`src/rtl/compute_pkg.sv`:
```
// Shared types and lookup helpers for the compute engine controller.
// Op codes, per-op tile counts, op legality and the controller state encoding.
package compute_pkg;

    typedef enum logic [3:0] {
        CMP_NONE   = 4'd0,
        Q_PROJ     = 4'd1,
        K_PROJ     = 4'd2,
        V_PROJ     = 4'd3,
        ATT_SCORES = 4'd4,
        SOFTMAX    = 4'd5,
        ATT_VALUE  = 4'd6,
        OUT_PROJ   = 4'd7,
        FFN        = 4'd8,
        CONCAT     = 4'd9
    } cmp_op_e;

    typedef enum logic [1:0] {
        IDLE = 2'd0,
        RUN  = 2'd1,
        DONE = 2'd2
    } ctrl_state_e;

    localparam logic [3:0] CMP_OP_FIRST = 4'd1;
    localparam logic [3:0] CMP_OP_LAST  = 4'd9;

    // Number of tiles each op is sequenced over; 0 for illegal codes.
    function automatic logic [7:0] cmp_tiles(input logic [3:0] op);
        logic [7:0] n;
        n = 8'd0;
        case (op)
            Q_PROJ, K_PROJ, V_PROJ, OUT_PROJ: n = 8'd4;
            ATT_SCORES:                       n = 8'd2;
            SOFTMAX:                          n = 8'd1;
            ATT_VALUE:                        n = 8'd2;
            FFN:                              n = 8'd8;
            CONCAT:                           n = 8'd1;
            default:                          n = 8'd0;
        endcase
        return n;
    endfunction

    // Low nibble legality only; the caller also checks the upper op bits are zero.
    function automatic logic cmp_op_legal(input logic [3:0] op);
        return (op >= CMP_OP_FIRST) && (op <= CMP_OP_LAST);
    endfunction

endpackage

```
`src/rtl/compute_engine_ctrl_tile_ctr.sv`:
```
// compute_tile_ctr: nested cycle-within-tile / tile counter.
// load starts tile 0 with a strobe; en advances one cycle; last flags the final
// cycle of the final tile. tile_idx saturates at the last tile, never wraps.
module compute_tile_ctr
    import compute_pkg::*;
#(
    parameter int TILE_LAT  = 3,
    parameter int MAX_TILES = 16
) (
    input  logic                          ap_clk,
    input  logic                          ap_rst,
    input  logic                          load,
    input  logic                          en,
    input  logic                          clear,
    input  logic [$clog2(MAX_TILES)-1:0]  last_tile_in,
    output logic [$clog2(MAX_TILES)-1:0]  tile_idx,
    output logic                          tile_strobe,
    output logic                          last
);

    localparam int TILE_W = $clog2(MAX_TILES);
    localparam int CYC_W  = (TILE_LAT > 1) ? $clog2(TILE_LAT) : 1;

    logic [CYC_W-1:0]  cyc;
    logic [TILE_W-1:0] last_tile;
    logic              cyc_end;
    logic              tile_end;

    assign cyc_end  = (cyc == CYC_W'(TILE_LAT - 1));
    assign tile_end = (tile_idx == last_tile);
    assign last     = cyc_end && tile_end;

    // Advance cycle and tile counters; strobe marks the first cycle of each tile.
    always_ff @(posedge ap_clk) begin
        if (ap_rst || clear) begin
            cyc         <= '0;
            tile_idx    <= '0;
            last_tile   <= '0;
            tile_strobe <= 1'b0;
        end else if (load) begin
            cyc         <= '0;
            tile_idx    <= '0;
            last_tile   <= last_tile_in;
            tile_strobe <= 1'b1;
        end else if (en) begin
            if (cyc_end) begin
                cyc <= '0;
                if (tile_end) begin
                    tile_strobe <= 1'b0;
                end else begin
                    tile_idx    <= tile_idx + 1'b1;
                    tile_strobe <= 1'b1;
                end
            end else begin
                cyc         <= cyc + 1'b1;
                tile_strobe <= 1'b0;
            end
        end else begin
            tile_strobe <= 1'b0;
        end
    end

endmodule

```
`src/rtl/compute_engine_ctrl.sv`:
```
// compute_engine_ctrl: responder side of the scheduler compute handshake.
// Handshake: an op is taken on a clock edge where compute_start, compute_start_ap_vld
// and compute_ready are all high; ready is low from the cycle after acceptance
// through the done cycle, so starts while busy are dropped, never queued.
// Optional feature macro: COMPUTE_PERF_CNT_EN enables saturating perf counters;
// without it the perf ports read 0 and no counter flops exist.
module compute_engine_ctrl
    import compute_pkg::*;
#(
    parameter int TILE_LAT  = 3,
    parameter int MAX_TILES = 16,
    parameter int OP_W      = 32
) (
    input  logic                          ap_clk,
    input  logic                          ap_rst,
    input  logic                          compute_start,
    input  logic                          compute_start_ap_vld,
    input  logic [OP_W-1:0]               compute_op,
    output logic                          compute_ready,
    output logic                          compute_done,
    output logic                          compute_err,
    output logic [3:0]                    op_active,
    output logic [$clog2(MAX_TILES)-1:0]  tile_idx,
    output logic                          tile_strobe,
    output logic [31:0]                   perf_busy_cycles,
    output logic [15:0]                   perf_op_count,
    output logic [1:0]                    dbg_state
);

    localparam int TILE_W = $clog2(MAX_TILES);

    ctrl_state_e       state;
    logic              accept;
    logic              op_legal;
    logic              ctr_load;
    logic              ctr_en;
    logic              ctr_clear;
    logic              ctr_last;
    logic [TILE_W-1:0] last_tile;

    assign accept    = compute_start && compute_start_ap_vld && compute_ready;
    assign op_legal  = (compute_op[OP_W-1:4] == '0) && cmp_op_legal(compute_op[3:0]);
    assign last_tile = TILE_W'(cmp_tiles(compute_op[3:0]) - 8'd1);
    assign ctr_load  = (state == IDLE) && accept && op_legal;
    assign ctr_en    = (state == RUN);
    assign ctr_clear = (state == DONE);
    assign dbg_state = state;

    compute_tile_ctr #(
        .TILE_LAT  (TILE_LAT),
        .MAX_TILES (MAX_TILES)
    ) u_tile_ctr (
        .ap_clk       (ap_clk),
        .ap_rst       (ap_rst),
        .load         (ctr_load),
        .en           (ctr_en),
        .clear        (ctr_clear),
        .last_tile_in (last_tile),
        .tile_idx     (tile_idx),
        .tile_strobe  (tile_strobe),
        .last         (ctr_last)
    );

    // Control FSM with registered handshake outputs; illegal ops skip RUN.
    always_ff @(posedge ap_clk) begin
        if (ap_rst) begin
            state         <= IDLE;
            compute_ready <= 1'b1;
            compute_done  <= 1'b0;
            compute_err   <= 1'b0;
            op_active     <= 4'd0;
        end else begin
            case (state)
                IDLE: begin
                    if (accept) begin
                        compute_ready <= 1'b0;
                        op_active     <= compute_op[3:0];
                        if (op_legal) begin
                            state <= RUN;
                        end else begin
                            state        <= DONE;
                            compute_done <= 1'b1;
                            compute_err  <= 1'b1;
                        end
                    end
                end
                RUN: begin
                    if (ctr_last) begin
                        state        <= DONE;
                        compute_done <= 1'b1;
                    end
                end
                DONE: begin
                    state         <= IDLE;
                    compute_done  <= 1'b0;
                    compute_err   <= 1'b0;
                    compute_ready <= 1'b1;
                    op_active     <= 4'd0;
                end
                default: begin
                    state         <= IDLE;
                    compute_done  <= 1'b0;
                    compute_err   <= 1'b0;
                    compute_ready <= 1'b1;
                    op_active     <= 4'd0;
                end
            endcase
        end
    end

`ifdef COMPUTE_PERF_CNT_EN
    // Saturating counters: RUN cycles and completed legal ops; only reset clears them.
    always_ff @(posedge ap_clk) begin
        if (ap_rst) begin
            perf_busy_cycles <= '0;
            perf_op_count    <= '0;
        end else if (state == RUN) begin
            if (perf_busy_cycles != '1) begin
                perf_busy_cycles <= perf_busy_cycles + 1'b1;
            end
            if (ctr_last && (perf_op_count != '1)) begin
                perf_op_count <= perf_op_count + 1'b1;
            end
        end
    end
`else
    assign perf_busy_cycles = '0;
    assign perf_op_count    = '0;
`endif

endmodule
```
`config.mk`:
```
export PLATFORM = sky130hd
export DESIGN_NAME = compute_engine_ctrl
export DESIGN_NICKNAME = d
export VERILOG_FILES = /design/src/rtl/compute_pkg.sv /design/src/rtl/compute_engine_ctrl_tile_ctr.sv /design/src/rtl/compute_engine_ctrl.sv
export SDC_FILE = /design/constraint.sdc
export NUM_CORES = 1
export LEC_CHECK = 0
export ABC_AREA = 1
export CAP_MARGIN = 40
export CORE_ASPECT_RATIO = 0.6
export CORE_UTILIZATION = 37
export DETAILED_ROUTE_END_ITERATION = 10
export PLACE_DENSITY = 0.85
export SETUP_SLACK_MARGIN = 0.1
export SYNTH_ARGS = -nofsm -noshare
export SYNTH_HDL_FRONTEND = slang
export SYNTH_SLANG_ARGS = --single-unit
```
`constraint.sdc`:
```
create_clock -name ap_clk -period 1.5 [get_ports ap_clk]
set_input_delay 0.225 -clock ap_clk [delete_from_list [all_inputs] [get_ports ap_clk]]
set_output_delay 0.225 -clock ap_clk [all_outputs]
set_load 0.005 [all_outputs]
```
Word level (Yosys, flattened, before mapping)
Memory sizes are Yosys's and may differ from the RTL's.
Index checks and enable logic that the tools add are counted.
{ "totals": {"regBits": 20, "mem_bits_ro": 64, "input_bits": 36, "out_inout_bits": 62, "elab_cells": 58, "mem_count": 1} }
{ "classes": {"n_addsub": 3, "order_cmp": 2, "n_eq_ne": 7, "n_mux": 18, "bitwise": 2, "reduce_logical": 16} }
{ "memory_table": {"columns": ["memory", "words", "word_bits", "read_ports", "rd_clocked_by_memory_dff", "write_ports", "line", "source"], "rows": [
  ["(name not given)", 16, 4, 1, 0, 0, "compute_pkg.sv:31", "case (op)"]
]} }
{ "op_table": {"columns": ["cell", "count"], "rows": [
  ["28-bit zero test", 1],
  ["3-bit AND reduction", 3],
  ["1-bit two-way mux", 8],
  ["2-bit two-way mux", 4],
  ["4-bit case mux with 2 select lines", 1],
  ["1-bit logical AND", 7],
  ["1-bit case mux with 2 select lines", 3],
  ["4-bit by 1-bit adder with 4-bit output, second input constant", 1],
  ["2-bit == test, second input constant", 2],
  ["4-bit == test", 1],
  ["4-bit by 1-bit greater-or-equal comparator with 1-bit output, second input constant", 1],
  ["4-bit <= comparator, second input constant", 1],
  ["4-bit two-way mux", 1],
  ["2-bit != test, second input constant", 2],
  ["2-bit case mux with 2 select lines", 1],
  ["2-bit AND reduction", 2],
  ["4-bit by 1-bit subtractor with 4-bit output, second input constant", 1],
  ["2-bit by 1-bit adder with 2-bit output, second input constant", 1],
  ["2-bit by 1-bit == test with 1-bit output, second input constant", 1],
  ["2-bit zero test", 1],
  ["2-bit by 1-bit != test with 1-bit output, second input constant", 1],
  ["1-bit NOT", 2],
  ["2-bit OR reduction", 1],
  ["1-bit logical OR", 1]
]} }

Longest topological paths before layout
{ "logic_depth": {"ltp_word": 6, "mapped_depth": 10, "mapped_depth_nobuf": 10} }

By module
From an unflattened synthesis, not the netlist that was laid out.
{ "hier_totals": {"hier_cells": 251, "hier_area_um2": 1604.0} }
{ "by_module_without_submodules": {"columns": ["mod", "instances", "cells_each", "area_per_inst_um2", "seq_area_each_um2"], "rows": [
  ["compute_engine_ctrl", 1, 167, 1014.7, 180.2],
  ["compute_tile_ctr", 1, 84, 589.3, 220.2]
]} }

Worst setup path before layout
Ideal clock, no wire load.
{ "synth_timing": {"path_kind": "register to register", "startpoint": "register u_tile_ctr.tile_idx[0]", "endpoint": "register compute_done", "setup_ns": 0.113, "arrival_time_ns": 1.027, "required_ns": 1.387, "path_slack_ns": 0.359, "stages_incl_launch_ff": 10, "path_buffers": 0, "synth_period_minus_slack_ns": 1.141, "path_cell_list": "dfxtp_1 inv_2 nand2_1 nand2_1 nor2_1 nand2_2 a21oi_2 nand2_1 nand3_1 nand2_1"} }
{ "synth_between": {"elab_chain_cells": 4} }
{ "synth_lines": {"columns": ["item", "line", "source"], "rows": [
  ["start: declaration", "compute_engine_ctrl_tile_ctr.sv:16", "output logic [$clog2(MAX_TILES)-1:0] tile_idx,"],
  ["start signal: assignment", "compute_engine_ctrl_tile_ctr.sv:51", "tile_idx <= tile_idx + 1'b1;"],
  ["4-bit == test", "compute_engine_ctrl_tile_ctr.sv:30", "assign tile_end = (tile_idx == last_tile);"],
  ["1-bit logical AND", "compute_engine_ctrl_tile_ctr.sv:31", "assign last = cyc_end && tile_end;"],
  ["2-bit by 1-bit != test with 1-bit output (no source line)", null, null],
  ["3-bit AND reduction (no source line)", null, null],
  ["end signal: assignment", "compute_engine_ctrl.sv:69", "compute_done <= 1'b0;"],
  ["end signal: assignment", "compute_engine_ctrl.sv:82", "compute_done <= 1'b1;"],
  ["end signal: assignment", "compute_engine_ctrl.sv:90", "compute_done <= 1'b1;"],
  ["end: declaration", "compute_engine_ctrl.sv:20", "output logic compute_done,"]
]} }
No other way between the ends.
A chain may end at the register's enable or synchronous reset.

Worst setup path after layout
{ "layout_timing": {"startpoint": "register u_tile_ctr.tile_idx[0]", "endpoint": "output tile_idx[0]"} }
{ "layout_rtl": {"columns": ["item", "line", "source"], "rows": [
  ["end: declaration", "compute_engine_ctrl.sv:23", "output logic [$clog2(MAX_TILES)-1:0] tile_idx,"]
]} }
No word-level cell between the ends.

==> reports/metrics.yaml <==
cts-root-buf: "clkbuf_8"
cts.htree.levels: 1
cts_buffers: 3
slowest_delay_ns: 0.51
synth_area_leader_cell: "dfxtp_1"
crit_chain: "clkdlybuf4s50_1"
cap_viol_max_count: 0
setup-violations-final: 0
ir_drop_uv: 331
start_util: 0.389
clk_transition_reported_paths_ns: 0.07
leakagePower_uw: 0.00119
startpoint_type: "flop"
rsz0062_at_grt: "false"
dp.cells: 365
design.core.area_sq_um: 4120
cts_sinks: 20
syn_avg_cell_area_sq_um: 6.46
final_nets: 354
synth_area_leaders: "dfxtp_1, buf_4, nand2_1"
die_area_sq_um: 4600
drt_iter0_drc: 58
path_buf_inv: 1
grt_pass1_vias: 1263
drive_gt1_frac: 0.206
worst_setup_path_end_kind: "output port"
ios: 98
seq_area_frac_synth: 0.250
p_sw_uw: 592
grt_first_pass_wirelength_microns: 5530
grt_start_max_net_pins: 12
skew_ns: 0.00461
fill_cells: 403
clk_path_buf_depth: 2
slew_viol_final: 0
outcome: "completed"
fin_crit_ns: 1.37
postCtsHoldBufs: 0
ys_warn_count: 0
intPower_uw: 1160
powerDensity_nw_per_um2: 777
ant_nets: 0
wl_per_cell_microns: 9.57
first_pass_iters: 4
critPathKind: "reg -> out"
fp-row-count: 18
dp_hpwl_microns: 2810
avgViaCountPerCell: 4.01
num_antenna_cells: 0
drc: 0
clkPwrFrac: 0.237
drt-total-wl_microns: 3590
overflow: 0
cp_max_fo: 5
place_congestion: 0.863
stdcell_count: 375
die_y_microns: 53.0
cpLargestDelayFamily: "buffers and inverters"
swShare: 0.337
synth_top_area_frac: 0.250
grt_usage: 0.156
cts_tree: "yes"
synth_cell_types: 23
die_w_microns: 86.9
route.vias.total: 1503
clk_latency_ns: 0.27
seq_power_share: 0.384
whs_ns: 0.328
combPwrFrac: 0.379
dp_slack_ns: -0.246
min_path_type: "in -> reg"
antenna_found_initial: 0
fin_crit_sh: 0.914
hold_viol: 0
area_growth_pct: 41.0
setup_ws_ns: 0.129
max_freq_ghz: 0.729
ys_ff_latch: 20
power.total_uw: 1750
synthCells: 248
port_buffers: 49
synth_area_sq_um: 1600
cp.arrival_ns: 1.15
cp_slowest_cell: "clkdlybuf4s50_1"
required_ns: 1.27
[power by group through the flow]
| stage | registers, uW | logic (uW) | clock network (uW) |
|---|---|---|---|
| 3_5_place_dp | 679 | 635 | 0 |
| 6_report | 675 | 664 | 416 |
| 3_3_place_gp | 678 | 624 | 0 |
| 4_1_cts | 675 | 639 | 425 |
| 2_1_floorplan | 670 | 414 | 0 |
| 5_1_grt | 687 | 743 | 455 |
[area by class of cell]
| cell class | instances | area (sq um) | area share |
|---|---|---|---|
| well taps | 60 | 75.1 | 0.0332 |
| multi-input cells | 201 | 952 | 0.422 |
| repair buffers | 64 | 654 | 0.290 |
| clock buffers | 4 | 55.1 | 0.0244 |
| flip-flops and latches | 20 | 424 | 0.188 |
| inverters | 26 | 97.6 | 0.0432 |
[flip-flops by register name, indices dropped and copies added (netlist names)]
signal / count
compute_done: 1
op_active: 4
compute_ready: 1
u_tile_ctr.cyc: 2
u_tile_ctr.tile_strobe: 1
u_tile_ctr.tile_idx: 4
dbg_state: 2
u_tile_ctr.last_tile: 4
compute_err: 1
[what timing repair did]
item	in CTS	in global routing
endpoints found under the setup margin	15	24
pin swaps	1	19
setup buffers	2	4
resized for setup	9	38
hold endpoints to repair	0	0
[stage by stage]
step	util	area, sq um	setup TNS, ns
finish	0.548	2260	0
global route	0.548	2260	0
CTS	0.517	2130	0
detailed placement	0.498	2050	-2.95
global placement	0.498	2050	-2.36
floorplan	-	1780	0
[routing by layer]
layer,track usage,part of all wire,vias up
li1,-,-,797
met1,0.204,0.45,660
met2,0.253,0.48,43
met3,0.0499,0.065,3
met4,0.0333,0.0047,0
met5,0,0,-
[Yosys cell counts]
library cell  instances
nand2_1              64
buf_4                48
nor2_1               39
dfxtp_1              20
inv_1                20
nand3_1              10
a21oi_1               7
a21oi_2               7
nor2_2                7
inv_2                 6
nand2_2               3
ha_1                  2
nand3_2               2
nor3_1                2
o21ai_0               2
xor2_1                2
a21boi_1              1
conb_1                1
nand2_4               1
nand3_4               1
nand3b_1              1
nand4_1               1
nor2_4                1
[cells in the final DEF, fill, tap and decap left out, drive strengths merged]
cell type,n
a21boi,1
a21oi,14
buf,15
clkbuf,4
clkdlybuf4s50,27
conb,48
dfxtp,20
dlygate4sd2,2
dlymetal6s2s,20
ha,2
inv,26
nand2,68
nand3,13
nand3b,1
nand4,1
nor2,47
nor3,2
o21ai,2
xor2,2
[path summary, 6_finish.rpt]
kind | startpoint | cells past startpoint | to | slack (ns)
max | u_tile_ctr.tile_idx[0] | 1 | tile_idx[0] | 0.13
min | compute_op[1] | 3 | op_active[1] | 0.33
max reg2reg | dbg_state[1] | 7 | u_tile_ctr.last_tile[1] | 0.21
min reg2reg | compute_ready | 2 | compute_ready | 0.46
[cells by family after synthesis]
group | synth area share
XOR/XNOR | 0.0109
AND/OR/NAND/NOR | 0.364
flip-flops | 0.250
adder cells (fa/ha/maj) | 0.0156
AO/OA/AOI/OAI | 0.0711
buffers and inverters | 0.286
other | 0.00234
No activity file was read; power rests on OpenSTA's default activity.
